$ cat src/rtl/fifo_wr_arbiter.sv
// Round-robin write scheduler sharing one async-FIFO write port between a
// single-beat requester (0) and a two-beat requester (1); frames are atomic.
module fifo_wr_arbiter #(
  parameter int DATA_WIDTH = 8
) (
  input  logic                    wclk,
  input  logic                    wrst_n,
  input  logic                    req0,
  input  logic [DATA_WIDTH-1:0]   data0,
  input  logic                    req1,
  input  logic [2*DATA_WIDTH-1:0] data1,
  input  logic                    wfull,
  output logic                    winc,
  output logic [DATA_WIDTH-1:0]   wr_data,
  output logic                    ack0,
  output logic                    ack1,
  output logic                    busy
);

  typedef enum logic [1:0] {IDLE, BEAT0, BEAT1} state_t;

  typedef struct packed {
    logic                    owner;
    logic [2*DATA_WIDTH-1:0] data;
  } frame_t;

  state_t                  state_q, state_d;
  frame_t                  cap_q, cap_d;
  logic                    last_grant_q, last_grant_d;
  logic [DATA_WIDTH-1:0]   wr_data_q, wr_data_d;
  logic                    ack0_q, ack0_d;
  logic                    ack1_q, ack1_d;
  logic                    elig0, elig1, gnt_vld, gnt;

  assign winc    = (state_q != IDLE) && !wfull;
  assign busy    = (state_q != IDLE);
  assign wr_data = wr_data_q;
  assign ack0    = ack0_q;
  assign ack1    = ack1_q;

  // A requester whose ack is showing this cycle is still holding req from the
  // frame just finished, so it is masked out to prevent a retrigger.
  always_comb begin
    elig0   = req0 && !ack0_q;
    elig1   = req1 && !ack1_q;
    gnt_vld = elig0 || elig1;
    gnt     = (elig0 && elig1) ? !last_grant_q : elig1;
  end

  always_comb begin
    state_d      = state_q;
    cap_d        = cap_q;
    last_grant_d = last_grant_q;
    wr_data_d    = wr_data_q;
    ack0_d       = 1'b0;
    ack1_d       = 1'b0;
    case (state_q)
      IDLE: begin
        if (gnt_vld) begin
          state_d      = BEAT0;
          last_grant_d = gnt;
          cap_d.owner  = gnt;
          cap_d.data   = gnt ? data1 : {{DATA_WIDTH{1'b0}}, data0};
          wr_data_d    = cap_d.data[DATA_WIDTH-1:0];
        end
      end
      BEAT0: begin
        if (winc) begin
          if (cap_q.owner) begin
            state_d   = BEAT1;
            wr_data_d = cap_q.data[2*DATA_WIDTH-1:DATA_WIDTH];
          end else begin
            state_d = IDLE;
            ack0_d  = 1'b1;
          end
        end
      end
      BEAT1: begin
        if (winc) begin
          state_d = IDLE;
          ack1_d  = 1'b1;
        end
      end
      default: state_d = IDLE;
    endcase
  end

  always_ff @(posedge wclk or negedge wrst_n) begin
    if (!wrst_n) begin
      state_q      <= IDLE;
      cap_q        <= '0;
      last_grant_q <= 1'b1;
      wr_data_q    <= '0;
      ack0_q       <= 1'b0;
      ack1_q       <= 1'b0;
    end else begin
      state_q      <= state_d;
      cap_q        <= cap_d;
      last_grant_q <= last_grant_d;
      wr_data_q    <= wr_data_d;
      ack0_q       <= ack0_d;
      ack1_q       <= ack1_d;
    end
  end

endmodule

$ cat config.mk
export PLATFORM = sky130hd
export DESIGN_NAME = fifo_wr_arbiter
export DESIGN_NICKNAME = d
export VERILOG_FILES = /design/src/rtl/fifo_wr_arbiter.sv
export SDC_FILE = /design/constraint.sdc
export NUM_CORES = 1
export LEC_CHECK = 0
export ABC_AREA = 1
export ABC_CLOCK_PERIOD_IN_PS = 3950
export CAP_MARGIN = 30
export CELL_PAD_IN_SITES_DETAIL_PLACEMENT = 1
export CELL_PAD_IN_SITES_GLOBAL_PLACEMENT = 2
export CORE_MARGIN = 4
export CORE_UTILIZATION = 26
export DETAILED_ROUTE_END_ITERATION = 8
export GPL_ROUTABILITY_DRIVEN = 0
export HOLD_SLACK_MARGIN = 0.05
export PLACE_DENSITY = 0.83
export RECOVER_POWER = 100
export SETUP_SLACK_MARGIN = 0.4
export SYNTH_ARGS = -nofsm -noshare
export SYNTH_HDL_FRONTEND = slang
export SYNTH_SLANG_ARGS = --single-unit
export TNS_END_PERCENT = 1
$ cat constraint.sdc
create_clock -name wclk -period 3.95 [get_ports wclk]
set_clock_uncertainty 0.1 [all_clocks]
set_input_delay 0.395 -clock wclk [delete_from_list [all_inputs] [get_ports wclk]]
set_output_delay 0.395 -clock wclk [all_outputs]
set_load 0.05 [all_outputs]
==> flow_summary.toml <==
[run_status]
status = "finished, final reports clean"

[worst_setup_path]
cp-endpoint = "winc"
max_stage_delay_ps = 910
crit_family = "buffers and inverters"
critPathMaxFanout = 4
cp.arrival_ps = 2150
critPathMostFrequentCell = "dlygate4sd3_1"
rr_endpoint = "cap_q[9]"
critPathLaunchType = "input pin"
cp_slowest_cell = "dlygate4sd3_1"
cp-end-kind = "output pin"
crit_buf_inv = 2
cp_num_cells = 3
critical_path.cell_chain = "dlygate4sd3_1 > nor2_1 > dlygate4sd3_1"
criticalPathCategory = "in2out"
r2r_setup_slack_ps = 2060
r2r_cells = 5
crit_start = "wfull"
r2r-start = "state_q[0]"
required_ps = 3450

[power_and_ir_drop]
ir_drop_mv = 0.183
pwr-share-comb_pct = 57.6
switchingPower_uw = 642
switching_share_pct = 50.9
power_leakage_uw = 0.000779
p_per_area_mw_per_mm2 = 794
seqPwrFrac_pct = 30.9
clkPwrFrac_pct = 11.6
intPower_uw = 618

[yosys]
ys_seq_area_share_pct = 48.0
syn_area_mm2 = 0.00115
avgSynthCellArea_um2 = 8.15
netlist-cell-type-count = 21
synthCells = 141
ys_seq_elements = 22
ys_warn_count = 0
synth_nets = 170

[sta]
post-route-period-util_pct = 66.9
fmax_mhz = 378
period_minus_slack_ps = 2640
setup_viol = 0
report.final.slew_viol_count = 0
worstMarginPinSlew_ps = 766
tns_ps = 0
hold_slack_ps = 386
rsz0062_at_grt = "no"
setup_ws_ps = 1310
final-hold-violation-count = 0
slew_headroom_pct = 48.9

[global_route]
grt_usage_pct = 13.4
grt_max_degree = 19
grt_pass1_wl_um = 5660
grt-ovfl-total = 0
antenna_found_initial = 0
grt_pass1_vias = 1152

[die]
rows = 23
ios = 41
die_y_um = 74.5
coreArea_mm2 = 0.00414
die_w_um = 74.5
die_area_mm2 = 0.00555
initial_core_util_pct = 27.7

[cts]
clock_sinks = 22
cts_setup_buffers = 0
tritoncts = "built"
clkSlewWorstSetupHoldPaths_ps = 80
clockBufferDepth = 2
postCtsHoldBufs = 0
cts_max_level = 1
cts_root_buf = "clkbuf_8"
cts_buffers = 3
insertion_delay_ps = 260
post_cts_resized = 0

[routing]
firstDrtPassIters = 4
drc = 0
ant_nets = 0
drtIter0Drc = 20
wl_per_cell_um = 14.5
num_vias = 1074
vias_per_cell = 4.59
wl_um = 3400

[run]
max_cap_viol_count = 0

[place]
dp_cells = 230
hpwl_um = 2660
post-place-ws_ps = 1500
io_buffers = 40

[finish]
drive_gt1_share_pct = 8.15
n_antenna_cell = 0
fin_nets = 214
multi_input_area_um2 = 464
syn_to_final_growth_pct = 38.2
nFillCells = 514
stdcell_count = 234
fin_util_pct = 38.3
regArea_um2 = 552

[min_path]
hold_path_class = "reg2reg"
## cell usage in the layout (no fill, tap or decap)
| master | synthesis | layout |
|---|---|---|
| nand3_4 | 2 | 1 |
| nor3_1 | 2 | 2 |
| nand3_2 | 2 | 2 |
| nand2_1 | 46 | 46 |
| inv_2 | 5 | 4 |
| inv_1 | 11 | 12 |
| clkbuf_8 | 0 | 3 |
| clkdlybuf4s50_1 | 0 | 25 |
| nand3_1 | 16 | 17 |
| nand2_4 | 1 | 1 |
| a21oi_1 | 1 | 2 |
| nand4_1 | 1 | 1 |
| nor2_2 | 3 | 2 |
| dlygate4sd3_1 | 0 | 15 |
| dfrtp_1 | 21 | 21 |
| nor2_1 | 15 | 16 |
| o31ai_1 | 1 | 1 |
| o21ai_0 | 1 | 9 |
| dfstp_2 | 1 | 1 |
| clkbuf_1 | 0 | 2 |
| nand2_2 | 1 | 1 |
## per-stage QoR
| stage | cell area (µm²) | power (µW) |
|---|---|---|
| 2_1_floorplan | 1150 | 955 |
| 3_3_place_gp | 1600 | 1170 |
| 3_5_place_dp | 1610 | 1190 |
| 4_1_cts | 1660 | 1340 |
| 5_1_grt | 1590 | 1370 |
| 6_report | 1590 | 1260 |
## layout make-up
cell class | instances | share of cell area (%)
Multi-Input combinational cell | 101 | 29.2
Sequential cell | 22 | 34.8
Timing Repair Buffer | 41 | 25.5
Tap cell | 50 | 3.94
Inverter | 16 | 3.78
Clock buffer | 4 | 2.84
## state kept, by name, summed over array words and instances, names as in the netlist
| name | cells |
|---|---|
| last_grant_q | 1 |
| cap_q | 9 |
| wr_data | 8 |
| state_q | 2 |
| ack1 | 1 |
| ack0 | 1 |
## cell families after synthesis
logic type | count (synthesis) | share of synthesized area [%]
AND/OR/NAND/NOR | 89 | 36.3
flip-flops | 22 | 48.0
AO/OA/AOI/OAI | 12 | 9.04
buffers and inverters | 18 | 6.64
## cell usage after synthesis (all sizes together)
master	count	area, µm²
nand4	1	6.26
o31ai	1	7.51
nand3	20	135
nand2	48	190
dfrtp	21	526
nor2	18	75.1
inv	16	60.1
buf	2	16.3
nor3	2	10.0
dfstp	1	26.3
a21oi	2	21.3
o21ai	9	75.1
## worst reg2reg max path, stage by stage, from the launching register on
cell and delay [ps]:
dfrtp_1 450, nor2_1 290, inv_2 70, a21oi_1 270, nand3_1 340, o21ai_0 290
## power by group through the flow
stage	clock network, µW	logic, µW	registers (µW)
after detailed placement	0	798	396
after floorplan	0	423	533
after global routing	164	805	403
after CTS	150	801	393
final	146	726	389
after global placement	0	774	391
## worst min-delay path by stage
stage | startpoint | end | slack [ps] | depth (start not counted)
after floorplan | wrst_n | ack0 | -0.6 | 0
after global placement | wr_data[5] | wr_data[5] | 360 | 2
after detailed placement | wr_data[3] | wr_data[3] | 370 | 2
after CTS | cap_q[16] | ack0 | 380 | 1
after global routing | wr_data[3] | wr_data[3] | 400 | 2
final | wr_data[3] | wr_data[3] | 390 | 2
## metal layers
layer	vias up	wire (µm)	track usage [%]
met5	-	0	0
met1	519	1500	17.6
met3	2	112	2.03
met2	19	1760	22.9
li1	534	-	-
met4	0	27	3.56
Note: power is estimated with default switching activity, not from simulation.
